==> src/rtl/ucode_pkg.sv <==
// Shared micro-code constants: RV32 opcode fields, micro-PC entry addresses,
// the dispatch-table entry type and the key/default-map helpers.
package ucode_pkg;

    localparam int UC_ADDR_W = 8;

    // Opcode constants are inst[6:2]; inst[1:0] is always 2'b11 for RV32.
    localparam logic [4:0] OPC_LOAD     = 5'b00000;
    localparam logic [4:0] OPC_MISC_MEM = 5'b00011;
    localparam logic [4:0] OPC_OP_IMM   = 5'b00100;
    localparam logic [4:0] OPC_AUIPC    = 5'b00101;
    localparam logic [4:0] OPC_STORE    = 5'b01000;
    localparam logic [4:0] OPC_OP       = 5'b01100;
    localparam logic [4:0] OPC_LUI      = 5'b01101;
    localparam logic [4:0] OPC_BRANCH   = 5'b11000;
    localparam logic [4:0] OPC_JALR     = 5'b11001;
    localparam logic [4:0] OPC_JAL      = 5'b11011;
    localparam logic [4:0] OPC_SYSTEM   = 5'b11100;

    localparam logic [UC_ADDR_W-1:0] MICRO_PC_LUI_ADDR      = 8'h10;
    localparam logic [UC_ADDR_W-1:0] MICRO_PC_AUIPC_ADDR    = 8'h14;
    localparam logic [UC_ADDR_W-1:0] MICRO_PC_JAL_ADDR      = 8'h18;
    localparam logic [UC_ADDR_W-1:0] MICRO_PC_JALR_ADDR     = 8'h1C;
    localparam logic [UC_ADDR_W-1:0] MICRO_PC_BRANCH_ADDR   = 8'h20;
    localparam logic [UC_ADDR_W-1:0] MICRO_PC_LOAD_ADDR     = 8'h28;
    localparam logic [UC_ADDR_W-1:0] MICRO_PC_STORE_ADDR    = 8'h30;
    localparam logic [UC_ADDR_W-1:0] MICRO_PC_OP_IMM_ADDR   = 8'h38;
    localparam logic [UC_ADDR_W-1:0] MICRO_PC_OP_ADDR       = 8'h40;
    localparam logic [UC_ADDR_W-1:0] MICRO_PC_MISC_MEM_ADDR = 8'h48;
    localparam logic [UC_ADDR_W-1:0] MICRO_PC_SYSTEM_ADDR   = 8'h50;
    localparam logic [UC_ADDR_W-1:0] UNKNOWN_ADDR           = 8'hFF;

    typedef struct packed {
        logic                 enable;
        logic [UC_ADDR_W-1:0] target;
    } ujEntry_t;

    // The default map decodes opcode only, so funct3/funct7 variants of an
    // opcode all share one micro-routine until firmware patches them apart.
    function automatic ujEntry_t defaultEntry(input logic [8:0] key);
        ujEntry_t e;
        e.enable = 1'b1;
        e.target = UNKNOWN_ADDR;
        case (key[4:0])
            OPC_LUI:      e.target = MICRO_PC_LUI_ADDR;
            OPC_AUIPC:    e.target = MICRO_PC_AUIPC_ADDR;
            OPC_JAL:      e.target = MICRO_PC_JAL_ADDR;
            OPC_JALR:     e.target = MICRO_PC_JALR_ADDR;
            OPC_BRANCH:   e.target = MICRO_PC_BRANCH_ADDR;
            OPC_LOAD:     e.target = MICRO_PC_LOAD_ADDR;
            OPC_STORE:    e.target = MICRO_PC_STORE_ADDR;
            OPC_OP_IMM:   e.target = MICRO_PC_OP_IMM_ADDR;
            OPC_OP:       e.target = MICRO_PC_OP_ADDR;
            OPC_MISC_MEM: e.target = MICRO_PC_MISC_MEM_ADDR;
            OPC_SYSTEM:   e.target = MICRO_PC_SYSTEM_ADDR;
            default:      e.enable = 1'b0;
        endcase
        return e;
    endfunction

    // Full key {funct7[5], funct3, opcode[6:2]}; the top trims unused fields.
    function automatic logic [8:0] makeKey(input logic [31:0] inst);
        return {inst[30], inst[14:12], inst[6:2]};
    endfunction

endpackage

==> src/rtl/ujump_table.sv <==
// Dispatch-table storage: flop array with one write port and one
// combinational read port that sees a same-cycle write (write-first).
module ujump_table #(
    parameter int KEY_W  = 9,
    parameter int DATA_W = 9,
    parameter int DEPTH  = 2**KEY_W
) (
    input  logic              clk,
    input  logic              we,
    input  logic [KEY_W-1:0]  wkey,
    input  logic [DATA_W-1:0] wdata,
    input  logic [KEY_W-1:0]  rkey,
    output logic [DATA_W-1:0] rdata
);

    logic [DATA_W-1:0] mem [DEPTH];

    // NOTE: the array has no reset; the init FSM rewrites every entry, and a
    // reset term here would force a reset fan-out to all DEPTH entries.
    always_ff @(posedge clk) begin
        if (we) begin
            mem[wkey] <= wdata;
        end
    end

    assign rdata = (we && (wkey == rkey)) ? wdata : mem[rkey];

endmodule

==> src/rtl/ujump_dispatch_unit.sv <==
// Patchable micro-jump dispatch: instruction key -> micro-code ROM address,
// registered behind valid/ready, with a reset-time table loader.
module ujump_dispatch_unit
    import ucode_pkg::*;
#(
    parameter int UADDR_W = UC_ADDR_W,
    parameter int USE_F3  = 1,
    parameter int USE_F7  = 1,
    parameter int KEY_W   = 5 + 3*USE_F3 + USE_F7,
    parameter int DEPTH   = 2**KEY_W
) (
    input  logic               clk,
    input  logic               rstN,
    input  logic [31:0]        inst,
    input  logic               instValid,
    output logic               instReady,
    output logic [UADDR_W-1:0] target,
    output logic               illegal,
    output logic               targetValid,
    input  logic               targetReady,
    input  logic               wrEn,
    input  logic [KEY_W-1:0]   wrKey,
    input  logic [UADDR_W-1:0] wrTarget,
    input  logic               wrEnable,
    output logic               wrReady,
    output logic               initDone
);

    localparam logic [0:0]         ST_INIT  = 1'b0;
    localparam logic [0:0]         ST_RUN   = 1'b1;
    localparam int                 ENT_W    = UADDR_W + 1;
    localparam logic [KEY_W:0]     LAST_IDX = (KEY_W+1)'(DEPTH - 1);
    localparam logic [UADDR_W-1:0] MISS     = UADDR_W'(UNKNOWN_ADDR);

    logic [0:0]       state;
    logic [KEY_W:0]   init_cnt;
    logic [8:0]       key_full;
    logic [KEY_W-1:0] rkey;
    logic             tbl_we;
    logic [KEY_W-1:0] tbl_wkey;
    logic [ENT_W-1:0] tbl_wdata;
    logic [ENT_W-1:0] tbl_rdata;
    ujEntry_t         dflt;
    logic             running;
    logic             accept;

    assign key_full = makeKey(inst);

    if (USE_F3 != 0 && USE_F7 != 0) begin : g_key_f3_f7
        assign rkey = key_full;
    end else if (USE_F3 != 0) begin : g_key_f3
        assign rkey = key_full[7:0];
    end else if (USE_F7 != 0) begin : g_key_f7
        assign rkey = {key_full[8], key_full[4:0]};
    end else begin : g_key_opc
        assign rkey = key_full[4:0];
    end

    assign running   = (state == ST_RUN);
    assign wrReady   = running;
    assign instReady = running && (!targetValid || targetReady);
    assign accept    = instValid && instReady;

    // The loader owns the write port during INIT; patches own it in RUN.
    always_comb begin
        // NOTE: every output of this block is assigned on all paths, so no latch.
        dflt = defaultEntry(9'(init_cnt[KEY_W-1:0]));
        if (running) begin
            tbl_we    = wrEn;
            tbl_wkey  = wrKey;
            tbl_wdata = {wrEnable, wrTarget};
        end else begin
            tbl_we    = 1'b1;
            tbl_wkey  = init_cnt[KEY_W-1:0];
            tbl_wdata = {dflt.enable, UADDR_W'(dflt.target)};
        end
    end

    ujump_table #(
        .KEY_W  (KEY_W),
        .DATA_W (ENT_W),
        .DEPTH  (DEPTH)
    ) u_table (
        .clk   (clk),
        .we    (tbl_we),
        .wkey  (tbl_wkey),
        .wdata (tbl_wdata),
        .rkey  (rkey),
        .rdata (tbl_rdata)
    );

    // NOTE: state registers use non-blocking assignments so every flop samples
    // pre-edge values regardless of block ordering.
    always_ff @(posedge clk or negedge rstN) begin
        if (!rstN) begin
            state    <= ST_INIT;
            init_cnt <= '0;
            initDone <= 1'b0;
        end else begin
            initDone <= running;
            if (!running) begin
                init_cnt <= init_cnt + 1'b1;
                if (init_cnt == LAST_IDX) begin
                    state <= ST_RUN;
                end
            end
        end
    end

    always_ff @(posedge clk or negedge rstN) begin
        if (!rstN) begin
            targetValid <= 1'b0;
            target      <= MISS;
            illegal     <= 1'b0;
        end else if (accept) begin
            targetValid <= 1'b1;
            illegal     <= !tbl_rdata[UADDR_W];
            target      <= tbl_rdata[UADDR_W] ? tbl_rdata[UADDR_W-1:0] : MISS;
        end else if (targetReady) begin
            targetValid <= 1'b0;
        end
    end

endmodule

==> config.mk <==
export PLATFORM = sky130hd
export DESIGN_NAME = ujump_dispatch_unit
export DESIGN_NICKNAME = d
export VERILOG_FILES = /design/src/rtl/ucode_pkg.sv /design/src/rtl/ujump_table.sv /design/src/rtl/ujump_dispatch_unit.sv
export SDC_FILE = /design/constraint.sdc
export NUM_CORES = 2
export LEC_CHECK = 0
export CAP_MARGIN = 20
export CORE_MARGIN = 2
export CORE_UTILIZATION = 25
export DETAILED_ROUTE_END_ITERATION = 6
export GPL_TIMING_DRIVEN = 1
export PLACE_DENSITY_LB_ADDON = 0.15
export SLEW_MARGIN = 10
export SYNTH_ARGS = -nofsm -noshare
export SYNTH_HDL_FRONTEND = slang
export SYNTH_MEMORY_MAX_BITS = 65536
export SYNTH_SLANG_ARGS = --single-unit
==> constraint.sdc <==
create_clock -name clk -period 29.4 [get_ports clk]
set_input_delay 8.82 -clock clk [delete_from_list [all_inputs] [get_ports clk]]
set_output_delay 8.82 -clock clk [all_outputs]
set_load 0.02 [all_outputs]
==> metrics.md <==
| Metric | Value |
|---|---|
| Vias per std cell | `4.81` |
| Top Ports | `roughly 70` |
| Setup Buffers After CTS | `0` |
| Die Height | `855 um` |
| RSZ-0062 raised after global routing | `no` |
| Max Transition Viols Final | `28` |
| Initial antenna violation count | `67` |
| Seq/Total Area, Yosys | `76.8%` |
| Max Cap Viol | `0` |
| Slew @ Worst Pin | `1.53 ns` |
| CTS Hold Bufs | `0` |
| Final setup TNS | `0 ns` |
| Switching part of the total power | `between 20% and 30%` |
| # clock sinks | `~4600` |
| Chip width | `855 um` |
| Count of flip-flops with a built-in enable after synthesis | `about 4600` |
| Port Buffer Count | `44` |
| Layout area overhead | `15.9%` |
| Setup CP Type | `in -> out` |
| DRT met1 WL | `~270000 um` |
| Crit path time final | `between 15 and 20 ns` |
| Layout cells sized above 1 | `23.7%` |
| Via count | `between 90000 and 100k` |
| Drt wl/cell | `between 30 and 40 um` |
| DP Area | `a little under 0.2 mm^2` |
| Clk_lat worst skew | `1.10 ns` |
| CP endpoint kind | `primary output` |
| Netlist area before placement | `0.181 mm^2` |
| Pwr per Cell Area | `66.0 mW/mm^2` |
| P_leak | `0.0717 uW` |
| Warnings from Yosys | `0` |
| Met3 WL | `40900 um` |
| Syn Area/Cell | `21.2 um^2` |
| Die Area | `0.731 mm^2` |
| Clock slew at reported path FFs | `~0.060 ns` |
| Initial DRT Pass Iterations | `5` |
| Seq pwr share | `51.6%` |
| Post-synthesis instance total | `approximately 8500` |
| Final Skew | `~0.1 ns` |
| H-tree depth | `6` |
| Hold Fails Final Rpt | `0` |
| Max Used Layer | `met5` |
| Logic pwr share | `3.0%` |
| Max IR drop VDD | `0.0676 mV` |
| Max_slew headroom | `-2.33%` |
| CP max FO | `3` |
| Place WS | `between 10 and 15 ns` |
| Number of distinct library cells after synthesis | `81` |
| Global-route wire length before repair | `836000 um` |
| Hold crit path type | `reg -> reg` |
| Outcome | `finished, violations left` |
| Mapped Nets | `around 8600` |
| Core Area | `0.721 mm^2` |
| Internal | `10800 uW` |
| CTS tree | `done` |
| Failing checks | `max-slew violations` |
| DRC viols | `0` |
| Switching power | `3010 uW` |
| Flops & latches, synth | `4630` |
| Clock root buffer | `clkbuf_16` |
| WP data required | `between 20 and 25 ns` |
| Largest net degree at the start of global routing | `209` |
| Share of flip-flops with an asynchronous set or reset | `0.475%` |
| Nets@finish | `9043` |
| Vias in the first global route | `93226` |
| DRT antenna net count | `0` |
| Critical Path Start Type | `input pin` |
| RePlAce Congestion | `0.783` |
| Crit share post-route | `64.6%` |
| CTS max path bufs | `4` |
| Top_reg_cell synth | `edfxtp_1` |
| Fillers | `70503` |
| Fmax | `about 53 MHz` |
| Worst EP arrival | `10.18 ns` |
| Std cell rows | `around 310` |
| Met2 wire len | `296000 um` |
| Clock Power Share | `roughly 45%` |
| Drt total wl | `622000 um` |
| Post-CTS sizing | `0` |
| Starting density of the core | `25.1%` |
| Final setup viols | `0` |
| Hpwl dp | `around 380000 um` |
| CTS Buf Count | `530` |
| Post-route cell area | `0.210 mm^2` |
| GRT Overall Usage | `16.5%` |
| Initial drt markers | `~10000` |
| Setup WS post-layout | `about 10 ns` |
| Overflow after GRT | `0` |
[layout make-up]
cell class	count	area (um^2)	area share [%]
flip-flops and latches	4630	139000	66.2
well taps	9577	12000	5.71
diodes	33	82.6	0.0394
clock buffers	659	14000	6.69
inverters	19	101	0.0483
repair buffers	428	3740	1.78
clock inverters	277	2070	0.987
multi-input cells	3376	38800	18.5
[critical path: stages]
cell,delay [ns]
clkdlybuf4s50_1,0.47
nand2b_1,0.13
and2_1,0.15
clkdlybuf4s50_1,0.61
[metal layers]
| metal | GRT usage, % | up-vias |
|---|---|---|
| met1 | 23.0 | 50363 |
| met5 | 0 | - |
| met2 | 27.1 | 3460 |
| li1 | - | 36721 |
| met4 | 4.02 | 10 |
| met3 | 2.65 | 769 |
[metrics by stage]
stage / total power (uW) / utilization (%) / cells / hold WS, ns
after global routing: 14200 / 29.1 / 18975 / 0.517
final: 13800 / 29.1 / 18999 / 0.486
after CTS: 14000 / 29.0 / 18885 / 0.486
after floorplan: 7520 / - / 8546 / 0.443
after detailed placement: 7710 / 26.7 / 17949 / 0.472
after global placement: 7710 / 26.7 / 17913 / 0.460
[logic make-up (layout without fill, tap and decap cells)]
logic type	after synthesis	after routing	synth area share, %
AO/OA/AOI/OAI	713	713	2.75
XOR/XNOR	19	19	0.0920
adder cells (fa/ha/maj)	3	3	0.0207
buffers and inverters	540	1383	2.03
flip-flops	4630	4630	76.8
multiplexers	1393	1393	15.4
other	0	33	0
AND/OR/NAND/NOR	1248	1248	2.94
[power by group through the flow]
| stage | Clock (uW) | Sequential, uW | Combinational, uW |
|---|---|---|---|
| finish | 6270 | 7150 | 421 |
| global route | 6650 | 7140 | 433 |
| CTS | 6420 | 7150 | 430 |
| detailed placement | 0 | 7280 | 430 |
| global placement | 0 | 7280 | 430 |
| floorplan | 0 | 7280 | 232 |
[worst paths after layout]
kind / startpoint / end / slack (ns) / cells past startpoint
max in group asynchronous: rstN / target[3] / 20.93 / 2
min in group asynchronous: rstN / init_cnt[9] / 8.12 / 2
hold reg to reg: init_cnt[9] / init_cnt[9] / 0.49 / 1
setup / recovery: targetReady / instReady / 10.40 / 4
setup reg to reg: init_cnt[1] / u_table.mem[204][1] / 23.60 / 9
hold / removal: init_cnt[9] / init_cnt[9] / 0.49 / 1
[cells in the mapped netlist, drive strengths merged (12+ instances only)]
cell     number  share of area [%]
xnor2        15              0.073
edfxtp     4608                 76
mux4       1087                 14
nor4         28               0.10
nor2        580                1.2
o32ai        12              0.058
a2111oi      12              0.065
a22oi        88               0.37
and2         27              0.093
dfrtp        14               0.19
a311oi       20              0.097
nand2b       22              0.076
buf         391                1.7
nand3        60               0.17
o21ai        72               0.20
a31oi        36               0.12
nand2       364               0.76
and3         34               0.12
o22ai       129               0.45
nor2b        24              0.083
a21oi       118               0.33
a221oi       18              0.087
mux2i       281                1.6
nor3         69               0.19
clkbuf      127               0.27
a22o         16              0.077
o221ai       65               0.31
inv          19              0.039
mux2         25               0.16
a211oi       54               0.22
[registers in the layout, summed over array words and instances (netlist names)]
signal / cells
u_table.mem: 4608
init_cnt: 10
target: 8
illegal: 1
initDone: 1
targetValid: 1
wrReady: 1
[placed cells by master, fill, tap and decap left out, types with 27 or more instances in the layout]
master | netlist | routed
clkdlybuf4s50_1 | 0 | 35
clkbuf_1 | 124 | 115
o221ai_1 | 65 | 65
a21oi_1 | 118 | 115
a31oi_1 | 36 | 36
clkinv_1 | 0 | 135
a211oi_1 | 54 | 51
mux2i_1 | 279 | 278
nor3_1 | 69 | 67
o22ai_1 | 129 | 129
o21ai_0 | 67 | 61
inv_6 | 0 | 27
clkinv_2 | 0 | 70
mux4_2 | 1016 | 1016
nand2_1 | 364 | 343
mux4_1 | 71 | 71
clkbuf_16 | 0 | 544
buf_6 | 69 | 37
a22oi_1 | 87 | 87
and3_1 | 34 | 34
nor2_1 | 580 | 573
edfxtp_1 | 4608 | 4608
buf_4 | 86 | 326
diode_2 | 0 | 33
nand3_1 | 60 | 60
(Power assumes the default switching activity.)
